[src/rtl/mux_arb_pkg.sv]
// Shared types and constants for the round-robin mux share arbiter.
// Holds the FSM encoding, the select-width helper and legal parameter ranges.
package mux_arb_pkg;

    typedef enum logic {
        IDLE  = 1'b0,
        GRANT = 1'b1
    } state_e;

    localparam int NUM_REQ_MIN  = 2;
    localparam int NUM_REQ_MAX  = 8;
    localparam int MAX_HOLD_MIN = 1;
    localparam int MAX_HOLD_MAX = 255;
    localparam int TIMEOUT_MIN  = 2;
    localparam int TIMEOUT_MAX  = 255;

    // Never returns less than 1 so a select port always has at least one bit.
    function automatic int clog2(input int n);
        int r;
        r = 1;
        for (int i = 1; i < 31; i++) begin
            if ((1 << i) < n) r = i + 1;
        end
        return r;
    endfunction

endpackage

[src/rtl/rr_pick.sv]
// Combinational round-robin picker: first set request at or above rr_ptr_i, modulo N.
// Zero latency, no state; callers hold rr_ptr_i stable while they sample idx_o.
module rr_pick #(
    parameter int N     = 2,
    parameter int SEL_W = 1
) (
    input  logic [N-1:0]     req_i,
    input  logic [SEL_W-1:0] rr_ptr_i,
    output logic             any_o,
    output logic [SEL_W-1:0] idx_o
);

    logic [SEL_W:0] sum;

    // Walk offsets from farthest to nearest so the nearest valid requester wins.
    always_comb begin
        any_o = 1'b0;
        idx_o = '0;
        sum   = '0;
        for (int k = N - 1; k >= 0; k--) begin
            sum = {1'b0, rr_ptr_i} + (SEL_W + 1)'(k);
            if (sum >= (SEL_W + 1)'(N)) sum = sum - (SEL_W + 1)'(N);
            if (req_i[sum[SEL_W-1:0]]) begin
                any_o = 1'b1;
                idx_o = sum[SEL_W-1:0];
            end
        end
    end

endmodule

[src/rtl/mux_share_arbiter.sv]
// Round-robin owner of a shared N:1 mux; grant 1 cycle after request, data path combinational.
// Bursts end on last or MAX_HOLD beats; optional idle-stall release via MUX_ARB_TIMEOUT_EN.
module mux_share_arbiter
    import mux_arb_pkg::*;
#(
    parameter  int NUM_REQ  = 2,
    parameter  int DATA_W   = 8,
    parameter  int MAX_HOLD = 4,
    parameter  int TIMEOUT  = 16,
    localparam int SEL_W    = clog2(NUM_REQ)
) (
    input  logic                      clk,
    input  logic                      rst_n,
    input  logic [NUM_REQ-1:0]        req_valid,
    input  logic [NUM_REQ-1:0]        req_last,
    input  logic [NUM_REQ*DATA_W-1:0] req_data,
    output logic [NUM_REQ-1:0]        req_ready,
    output logic                      out_valid,
    output logic                      out_last,
    output logic [DATA_W-1:0]         out_data,
    input  logic                      out_ready,
    output logic [SEL_W-1:0]          sel,
    output logic                      busy,
    output logic                      timeout_pulse
);

    if (NUM_REQ < NUM_REQ_MIN || NUM_REQ > NUM_REQ_MAX ||
        MAX_HOLD < MAX_HOLD_MIN || MAX_HOLD > MAX_HOLD_MAX ||
        TIMEOUT < TIMEOUT_MIN || TIMEOUT > TIMEOUT_MAX) begin : g_bad_param
        $error("mux_share_arbiter: parameter out of legal range");
    end

    state_e           state_q, state_d;
    logic [SEL_W-1:0] sel_q, sel_d;
    logic [SEL_W-1:0] rr_ptr_q, rr_ptr_d;
    logic [7:0]       hold_cnt_q, hold_cnt_d;
    logic             pick_any;
    logic [SEL_W-1:0] pick_idx;
    logic             granted, sel_vld, beat_acc, release_now, timeout_fire;

    rr_pick #(
        .N     (NUM_REQ),
        .SEL_W (SEL_W)
    ) u_rr_pick (
        .req_i    (req_valid),
        .rr_ptr_i (rr_ptr_q),
        .any_o    (pick_any),
        .idx_o    (pick_idx)
    );

    assign granted   = (state_q == GRANT);
    assign sel_vld   = req_valid[sel_q];
    assign out_valid = granted & sel_vld;
    assign out_last  = granted & req_last[sel_q];
    assign out_data  = granted ? req_data[int'(sel_q)*DATA_W +: DATA_W] : '0;
    assign req_ready = (granted && out_ready) ? (NUM_REQ'(1) << sel_q) : '0;
    assign beat_acc  = out_valid & out_ready;
    assign sel       = sel_q;
    assign busy      = granted;

    // Last and hold-limit on the same beat collapse into one release.
    assign release_now = (beat_acc && (req_last[sel_q] || hold_cnt_q == 8'(MAX_HOLD - 1)))
                         || timeout_fire;

`ifdef MUX_ARB_TIMEOUT_EN
    logic [7:0] stall_q, stall_d;

    // Only an absent grantee counts; a downstream stall keeps valid high and clears it.
    always_comb begin
        stall_d = '0;
        if (granted && !sel_vld) stall_d = stall_q + 8'd1;
    end

    assign timeout_fire = granted && !sel_vld && (stall_q == 8'(TIMEOUT - 1));

    always_ff @(posedge clk or negedge rst_n) begin
        if (!rst_n) stall_q <= '0;
        else        stall_q <= stall_d;
    end
`else
    assign timeout_fire = 1'b0;
`endif

    assign timeout_pulse = timeout_fire;

    always_comb begin
        state_d    = state_q;
        sel_d      = sel_q;
        rr_ptr_d   = rr_ptr_q;
        hold_cnt_d = hold_cnt_q;
        case (state_q)
            IDLE: begin
                if (pick_any) begin
                    sel_d      = pick_idx;
                    hold_cnt_d = '0;
                    state_d    = GRANT;
                end
            end
            GRANT: begin
                if (beat_acc) hold_cnt_d = hold_cnt_q + 8'd1;
                if (release_now) begin
                    state_d  = IDLE;
                    rr_ptr_d = (sel_q == SEL_W'(NUM_REQ - 1)) ? '0 : sel_q + 1'b1;
                end
            end
            default: state_d = IDLE;
        endcase
    end

    always_ff @(posedge clk or negedge rst_n) begin
        if (!rst_n) begin
            state_q    <= IDLE;
            sel_q      <= '0;
            rr_ptr_q   <= '0;
            hold_cnt_q <= '0;
        end else begin
            state_q    <= state_d;
            sel_q      <= sel_d;
            rr_ptr_q   <= rr_ptr_d;
            hold_cnt_q <= hold_cnt_d;
        end
    end

endmodule

[config.mk]
export PLATFORM = sky130hd
export DESIGN_NAME = mux_share_arbiter
export DESIGN_NICKNAME = d
export VERILOG_FILES = /design/src/rtl/mux_arb_pkg.sv /design/src/rtl/rr_pick.sv /design/src/rtl/mux_share_arbiter.sv
export SDC_FILE = /design/constraint.sdc
export NUM_CORES = 1
export LEC_CHECK = 0
export ABC_CLOCK_PERIOD_IN_PS = 2850
export BUFFER_PORTS_ARGS = -buffer_cell sky130_fd_sc_hd__buf_4
export CELL_PAD_IN_SITES_DETAIL_PLACEMENT = 0
export CELL_PAD_IN_SITES_GLOBAL_PLACEMENT = 1
export CORE_ASPECT_RATIO = 1.25
export CORE_MARGIN = 2
export CORE_UTILIZATION = 34
export CTS_CLUSTER_DIAMETER = 200
export DETAILED_ROUTE_END_ITERATION = 12
export HOLD_SLACK_MARGIN = 0.02
export MAX_ROUTING_LAYER = met4
export PLACE_DENSITY_LB_ADDON = 0.1
export REMOVE_ABC_BUFFERS = 1
export SETUP_SLACK_MARGIN = 0.02
export SYNTH_ARGS = -nofsm -noshare
export SYNTH_HDL_FRONTEND = slang
export SYNTH_SLANG_ARGS = --single-unit
[constraint.sdc]
create_clock -name clk -period 2.85 [get_ports clk]
set_clock_uncertainty 0.1 [all_clocks]
set_input_delay 0.57 -clock clk [delete_from_list [all_inputs] [get_ports clk]]
set_output_delay 0.57 -clock clk [all_outputs]
set_load 0.03 [all_outputs]
After elaboration in Yosys (flattened, before gate mapping)
Index checks and enable logic that the tools add are counted.
{ "totals": {"reg_bits": 11, "inputBits": 23, "wordCells": 52} }
{ "op_classes": {"add_sub_neg": 5, "order_cmp": 5, "n_eq_ne": 3, "n_shift": 2, "n_mux": 23, "n_bitwise": 4, "reduce_logical": 6} }
{ "ops": {"columns": ["operator", "n"], "rows": [
  ["two-way mux 8 bit", 3],
  ["two-way mux 1 bit", 17],
  ["case mux 8 bit (2 select lines)", 1],
  ["indexed part select 16 x 5 -> 8 bit", 1],
  ["adder 8 x 1 -> 8 bit, second input constant", 1],
  ["== test 8 x 2 -> 1 bit, second input constant", 1],
  ["< comparator 1 x 2 -> 1 bit, second input constant", 3],
  ["AND reduction 2 bit", 3],
  ["AND 1 bit", 3],
  ["adder 1 x 1 -> 2 bit, second input constant", 1],
  [">= comparator 1 x 2 -> 1 bit, second input constant", 1],
  [">= comparator 2 bit, second input constant", 1],
  ["logical AND 1 bit", 2],
  ["two-way mux 2 bit", 1],
  ["inequality test 2 x 1 -> 1 bit, second input constant", 1],
  ["inequality test 2 bit, second input constant", 1],
  ["case mux 1 bit (2 select lines)", 1],
  ["<< shifter 1 x 1 -> 2 bit, first input constant", 1],
  ["subtractor 1 bit, second input constant", 2],
  ["adder 1 bit, second input constant", 1],
  ["logical OR 1 bit", 1],
  ["NOT 1 bit", 1]
]} }

Logic depth before layout (Yosys ltp)
Gate-level depths: netlist of the first run.
{ "depth": {"ltp_word": 9, "ltp_mapped": 5, "depth_no_buf": 5} }

Cells and area by module
Synthesis of the first run repeated with hierarchy kept, for this count alone.
{ "unflattened": {"cells_unflattened": 94, "hier_area_um2": 827.0} }
{ "modules_own_cells": {"columns": ["mod", "n_inst", "cells_each", "area_per_inst_um2", "seq_area_each_um2"], "rows": [
  ["mux_share_arbiter", 1, 91, 809.5, 275.3],
  ["rr_pick", 1, 3, 17.5, 0.0]
]} }

Least setup slack after synthesis of the first run
Ideal clock, no wire load.
{ "synth_path": {"kind": "reg-to-output", "start": "reg state_q, in the netlist busy", "end": "out out_data[0]", "arrival_ns": 1.469, "required_ns": 2.180, "setup_slack_ns": 0.711, "path_stages_with_launch": 5, "path_buffers": 2, "cell_sequence": "dfrtp_1 buf_4 inv_2 clkbuf_1 nor2_1"} }
{ "synth_via": {"elab_chain_len": 1} }
{ "synth_lines": {"columns": ["element", "line_no", "text"], "rows": [
  ["start, declared", "mux_share_arbiter.sv:33", "state_e state_q, state_d;"],
  ["start signal, assigned", "mux_share_arbiter.sv:117", "state_q <= state_d;"],
  ["two-way mux 8 bit", "mux_share_arbiter.sv:55", "assign out_data = granted ? req_data[int'(sel_q)*DATA_W +: DATA_W] : '0;"],
  ["end, declared", "mux_share_arbiter.sv:20", "output logic [DATA_W-1:0] out_data,"]
]} }
No other way between the ends.

Worst setup path in the final report of the first run
{ "layout_path": {"start": "reg sel_q, in the netlist sel", "end": "out out_last"} }
{ "layout_via": {"elab_chain_len": 3} }
{ "layout_lines": {"columns": ["element", "line_no", "text"], "rows": [
  ["start, declared", "mux_share_arbiter.sv:34", "logic [SEL_W-1:0] sel_q, sel_d;"],
  ["start signal, assigned", "mux_share_arbiter.sv:118", "sel_q <= sel_d;"],
  ["two-way mux 1 bit (implied by the code) (2 in a row)", "mux_share_arbiter.sv:54", "assign out_last = granted & req_last[sel_q];"],
  ["AND 1 bit", "mux_share_arbiter.sv:54", null],
  ["end, declared", "mux_share_arbiter.sv:19", "output logic out_last,"]
]} }
No other way between the ends. The select of a mux whose other input is x is not followed.

==> results.json, run 1 <==
{
  "track_usage_pct": 17.0,
  "power_switching_uw": 501,
  "r2r_cells": 4,
  "gp_congestion": 0.716,
  "worstReg2RegStart": "sel$_DFFE_PN0P_",
  "synthDistinctLibCells": 31,
  "setup_ws_ns": 0.656,
  "final.setup.tns_ns": 0,
  "swShare_pct": 47.9,
  "drive_gt1_share_pct": 34.4,
  "start_kind": "flip-flop",
  "cts_max_level": 1,
  "synthToLayoutAreaGrowth_pct": 40.6,
  "antenna_found_initial": 0,
  "vias_per_cell": 5.04,
  "rsz0062_at_grt": "no",
  "final_util_pct": 50.3,
  "cp.required_ns": 2.18,
  "hold_viol": 0,
  "crit_buf_inv": 2,
  "start_util_pct": 35.8,
  "die_w_um": 46.9,
  "multi_input_area_um2": 462,
  "overflow": 0,
  "synth_async_sr_flop_share_pct": 100,
  "pwr-share-comb_pct": 59.8,
  "clkLatencyLatePin_ns": 0.27,
  "drv_cap": 0,
  "path_cells": "buf_4, mux2i_1, nor2_1, buf_4",
  "dp_slack_ns": 0.881,
  "min_period_ns": 2.19,
  "min-delay-start": "req_valid[0]",
  "cp_slowest_cell": "dfrtp_1",
  "design_area_um2": 1100,
  "synth-main-ff-cell": "dfrtp_1",
  "synth.avg_cell_area_um2": 8.90,
  "drc": 0,
  "seq_power_share_pct": 29.7,
  "fin_nets": 150,
  "grt_max_degree": 20,
  "hold_end": "sel$_DFFE_PN0P_",
  "placed_cells": 151,
  "leakage_uw": 0.000537,
  "dr.pass1.iters": 4,
  "crit_fanout": 9,
  "die-area_um2": 2710,
  "cts_buffers": 3,
  "synth-edff-count": 0,
  "finalSetupViolations": 0,
  "die_height_um": 57.7,
  "clock_path_buffers": 2,
  "ios": 38,
  "diodes": 0,
  "rrSetupSlack_ns": 1.16,
  "grt_pass1_wl_mm": 3.30,
  "port_buffers": 36,
  "internal_power_uw": 546,
  "synth_seq_cells": 11,
  "cp-end-kind": "output port",
  "fin_crit_sh_pct": 77.0,
  "cts_tree": "yes",
  "clock_power_share_pct": 10.5,
  "wire_per_inst_um": 12.1,
  "placed_area_um2": 1060,
  "synthCells": 88,
  "cts_sinks": 11,
  "cp-startpoint": "sel$_DFFE_PN0P_",
  "critPathTopFamily": "flip-flops",
  "hold_depth": 2,
  "layout.area.seq_um2": 275,
  "outcome": "complete, no violations",
  "r2r-end": "hold_cnt_q[2]$_DFFE_PN0P_",
  "clk_pin_slew_ns": 0.07,
  "crit_type": "flip-flop to output port",
  "rows": 19,
  "arrival_ns": 1.52,
  "ir_worst_vdd_uv": 491,
  "dpl.hpwl_mm": 1.45,
  "drv_slew": 0,
  "hold_path.class": "primary input to flip-flop",
  "cts_root_buffer": "clkbuf_4",
  "yosysSeqAreaShare_pct": 35.1,
  "antenna_left": 0,
  "clock.fmax_mhz": 456,
  "fin_cells": 156,
  "p_per_area_nw_per_um2": 952,
  "wl_mm": 1.88,
  "drtIter0Drc": 6,
  "cp_slowest_stage_delay_ns": 0.50,
  "nFillCells": 233,
  "ys_warn_count": 0,
  "vias": 787,
  "grt_pass1_vias": 767,
  "netlist_area_um2": 783,
  "core_area_um2": 2190,
  "crit_top_cell": "buf_4"
}
==> per-stage QoR <==
step                      hold slack (ns)  total power, uW
after floorplan                     0.174              730
after CTS                           0.396             1060
after detailed placement            0.316              944
after global routing                0.398             1140
final                               0.397             1050
after global placement              0.314              938
==> placed cells by master (no fill, tap or decap), types with 2 or more instances in the layout <==
| cell type | n |
|---|---|
| a21oi_1 | 3 |
| o211ai_1 | 3 |
| or4_1 | 2 |
| buf_4 | 37 |
| mux2i_1 | 13 |
| nand3_1 | 5 |
| nor2_1 | 12 |
| inv_1 | 2 |
| nor4_1 | 4 |
| clkbuf_4 | 3 |
| nand2_1 | 10 |
| dfrtp_1 | 11 |
| o21ai_0 | 2 |
==> logic make-up after synthesis <==
logic type / Yosys count / synth area share [%]
multiplexers: 14 / 18.5
adder cells (fa/ha/maj): 1 / 1.60
AND/OR/NAND/NOR: 39 / 23.8
other: 1 / 0.479
buffers and inverters: 8 / 5.91
AO/OA/AOI/OAI: 13 / 13.4
flip-flops: 11 / 35.1
XOR/XNOR: 1 / 1.12
==> layout make-up <==
type / count / share of cell area [%]
multi-input cells: 69 / 41.9
well taps: 31 / 3.52
inverters: 3 / 1.02
flip-flops and latches: 11 / 25.0
clock buffers: 4 / 2.39
repair buffers: 38 / 26.1
==> how the worst max path moves through the flow <==
stage | slack (ns) | depth (start not counted) | endpoint
detailed placement | 0.88 | 4 | out_valid
global placement | 0.89 | 4 | out_valid
CTS | 0.62 | 4 | out_last
global route | 0.53 | 4 | out_last
finish | 0.66 | 4 | out_last
floorplan | 0.73 | 2 | out_valid
==> worst reg2reg max path: stages, from the launching register on <==
cell	delay, ns
dfrtp_1	0.50
mux2_4	0.36
a2bb2oi_4	0.31
nor3_1	0.09
a211o_1	0.23
==> per-layer routing <==
layer / global-route usage (%) / share of wire (%)
met5: - / 0
met4: 7.14 / 2.0
met3: 2.49 / 8.0
met2: 25.6 / 45
met1: 22.4 / 45
==> synth_stat cells, types with 2 or more instances <==
cell type / n / area [um2]
a21oi_1: 3 / 15.0
nand2_1: 10 / 37.5
or4_1: 2 / 15.0
o21ai_0: 2 / 10.0
inv_1: 2 / 7.51
nand3_1: 5 / 25.0
mux2i_1: 13 / 130
nor4_1: 4 / 25.0
buf_4: 2 / 15.0
dfrtp_1: 11 / 275
o211ai_1: 3 / 22.5
nor2_1: 12 / 45.0
==> power groups by stage <==
stage / registers, uW / logic [uW] / clock network [uW]
after floorplan: 332 / 399 / 0
after global placement: 314 / 625 / 0
after detailed placement: 314 / 630 / 0
after CTS: 313 / 635 / 112
after global routing: 327 / 689 / 123
final: 311 / 626 / 110
==> registers in the layout, summed over array words and instances, names as in the netlist <==
signal	flops
hold_cnt_q	8
busy	1
rr_ptr_q	1
sel	1
==> what timing repair did <==
item | CTS | global route
resized for setup | 0 | 0
buffers inserted | 0 | 0
hold buffers | 1 | 0
hold endpoints to repair | 3 | 0
setup endpoints to repair | 0 | 0
Note: power is estimated with default switching activity, not from simulation.
==> run 2, diff against run 1 <==
--- a/config.mk
+++ b/config.mk
@@ -5,13 +5,14 @@
 export SDC_FILE = /design/constraint.sdc
 export NUM_CORES = 1
 export LEC_CHECK = 0
-export ABC_CLOCK_PERIOD_IN_PS = 2850
+export ABC_AREA = 1
+export ABC_CLOCK_PERIOD_IN_PS = 1950
 export BUFFER_PORTS_ARGS = -buffer_cell sky130_fd_sc_hd__buf_4
 export CELL_PAD_IN_SITES_DETAIL_PLACEMENT = 0
 export CELL_PAD_IN_SITES_GLOBAL_PLACEMENT = 1
 export CORE_ASPECT_RATIO = 1.25
 export CORE_MARGIN = 2
-export CORE_UTILIZATION = 34
+export CORE_UTILIZATION = 27
 export CTS_CLUSTER_DIAMETER = 200
 export DETAILED_ROUTE_END_ITERATION = 12
 export HOLD_SLACK_MARGIN = 0.02
==> constraint.sdc (replaced) <==
create_clock -name clk -period 1.95 [get_ports clk]
set_clock_uncertainty 0.1 [all_clocks]
set_input_delay 0.39 -clock clk [delete_from_list [all_inputs] [get_ports clk]]
set_output_delay 0.39 -clock clk [all_outputs]
set_load 0.03 [all_outputs]
==> run 2 against run 1 <==
Net effect: design area grew 4.1%; cell count grew 28%; via count grew 13%; synthesized cell count grew 43%; first-iteration DRC count grew to 3.2 times the previous value; power grew 47%; non-clock buffer count grew 1; combinational power grew 56%; critical endpoint unchanged; largest cell class unchanged.
==> results.json, run 2 <==
{
  "outcome": "complete, no violations",
  "total_power_uw": 1540,
  "grt_pass1_wl_mm": 3.51,
  "cts_tree": "yes",
  "clk_pin_slew_ns": 0.07,
  "drv_cap": 0,
  "largest_register_ffs": 8,
  "cp-end-kind": "output port",
  "start_kind": "flip-flop",
  "cts_sinks": 11,
  "grt_pass1_vias": 809,
  "rows": 22,
  "crit_type": "flip-flop to output port",
  "synthToLayoutAreaGrowth_pct": 41.4,
  "drv_slew": 0,
  "wire_per_inst_um": 11.0,
  "cp-startpoint": "sel$_DFFE_PN0P_",
  "dpl.hpwl_mm": 1.74,
  "drive_gt1_share_pct": 31.1,
  "leakage_uw": 0.000590,
  "cts_max_level": 1,
  "track_usage_pct": 14.1,
  "post-cts-setup-buffers": 0,
  "synthDistinctLibCells": 23,
  "netlist.top_cell.by_area": "dfrtp_1",
  "drtIter0Drc": 19,
  "fin_crit_sh_pct": 93.1,
  "ir_worst_vdd_uv": 485,
  "final_util_pct": 39.7,
  "antenna_left": 0,
  "vias_per_cell": 4.45,
  "final_cell_mix": "38 x buf_4, 34 x nand2_1, 32 x nor2_1, 12 x o21ai_0, 9 x dfrtp_1",
  "core_area_um2": 2890,
  "crit_fanout": 10,
  "netlist_area_um2": 811,
  "final.setup.tns_ns": 0,
  "finalSetupViolations": 0,
  "placed_area_um2": 1100,
  "diodes": 0,
  "start_util_pct": 28.1,
  "synth_async_sr_flop_share_pct": 100,
  "port_buffers": 36,
  "cts_buffers": 3,
  "clock.fmax_mhz": 551,
  "rsz0062_at_grt": "no",
  "p_per_area_nw_per_um2": 1340,
  "grt_max_degree": 15,
  "largest_register": "hold_cnt_q",
  "hold_path.class": "primary input to flip-flop",
  "die_w_um": 53.0,
  "fin_cells": 200,
  "synthTopCellsByCount": "34 x nand2_1, 32 x nor2_1, 12 x o21ai_0",
  "synth_area_leaders": "dfrtp_1 34%, nand2_1 16%, nor2_1 15%, o21ai_0 7.4%, nand3_1 4.3%",
  "antenna_found_initial": 0,
  "fin_nets": 189,
  "die_height_um": 65.3,
  "min-delay-start": "req_valid[1]",
  "worstReg2RegStart": "sel$_DFFE_PN0P_",
  "min_period_ns": 1.82,
  "yosysSeqAreaShare_pct": 34.0,
  "drc": 0,
  "synth.avg_cell_area_um2": 6.43,
  "synthDominantCellAreaShare_pct": 34.0,
  "placed_cells": 195,
  "clkLatencyLatePin_ns": 0.27,
  "synthCells": 126,
  "yosysMostFrequentCell": "nand2_1",
  "hold_viol": 0,
  "layout_commonest_cell": "buf_4",
  "clock_path_buffers": 2,
  "die-area_um2": 3460,
  "gp_congestion": 0.775,
  "arrival_ns": 1.33,
  "overflow": 0,
  "ios": 38,
  "wl_mm": 2.20,
  "cp.required_ns": 1.46,
  "ys_warn_count": 0,
  "synth_seq_cells": 11,
  "design_area_um2": 1150,
  "dr.pass1.iters": 4,
  "vias": 889,
  "cts_root_buffer": "clkbuf_4",
  "synth-edff-count": 0,
  "synth-main-ff-cell": "dfrtp_1"
}
## run 2: cell types whose count changed in the layout (fill, tap and decap cells not counted), sizes merged, moves of 2 or more
cell and change:
o21ai +13, or4 -2, xor2 +2, a21oi -3, mux2i -13, nand2 +25, nand3 +4, inv +6
nor2 +21, o211ai -3, nor4 -4
## run 2: metrics by stage
step / setup slack, ns / hold slack (ns)
final: 0.134 / 0.309
after global routing: 0.0299 / 0.292
after CTS: 0.0782 / 0.309
after detailed placement: 0.324 / 0.136
after global placement: 0.376 / 0.138
after floorplan: 0.107 / -0.00559
## run 2: worst max-delay path, cell delays in order, from the launching register on
cell	delay [ns]
dfrtp_2	0.47
or2_1	0.24
o21ai_0	0.10
nor2_1	0.07
buf_4	0.17
## run 2: timing repair
item	4_1_cts	5_1_grt
setup endpoints to repair	1	9
hold buffers	1	0
endpoints found under the hold margin	11	0
resized for setup	1	2
## run 2: kinds of logic after synthesis
| group | Yosys count | share of synthesized area (%) |
|---|---|---|
| buffers and inverters | 14 | 8.95 |
| other | 1 | 0.463 |
| and+or+nand+nor | 82 | 43.2 |
| xor gates and xnor gates | 2 | 2.16 |
| adders and majority gates | 1 | 1.54 |
| AOI/OAI and AO/OA | 15 | 9.72 |
| DFF | 11 | 34.0 |
## run 2: area by class of cell
class / instances / area, um2
tap: 36 / 45.0
multi-input combinational: 101 / 463
timing repair buffer: 39 / 295
sequential: 11 / 278
fill: 314 / 1740
clock buffer: 4 / 26.3
inverter: 9 / 38.8
## run 2: report_power, final
group,internal (uW),switching (uW),leakage [uW]
Combinational,356,622,0.000433
Clock,79.2,79.5,0.0000150
Sequential,296,109,0.000142
## run 2: metal layers
metal | wire [um] | GRT usage (%) | vias to the layer above
li1 | - | - | 470
met1 | 924 | 14.0 | 382
met2 | 1050 | 24.8 | 35
met3 | 205 | 3.41 | 2
met4 | 23 | 7.69 | 0
met5 | 0 | - | -
## run 2: path summary, 6_finish.rpt
check                                            end  slack (ns)  cells after the start
setup / recovery                            out_last        0.13                      4
hold / removal                        busy$_DFF_PN0_        0.31                      3
setup reg to reg           hold_cnt_q[2]$_DFFE_PN0P_        0.55                      8
hold reg to reg                 rr_ptr_q$_DFFE_PN0P_        0.37                      2
max in group asynchronous            sel$_DFFE_PN0P_        1.20                      2
min in group asynchronous  hold_cnt_q[3]$_DFFE_PN0P_        0.39                      2
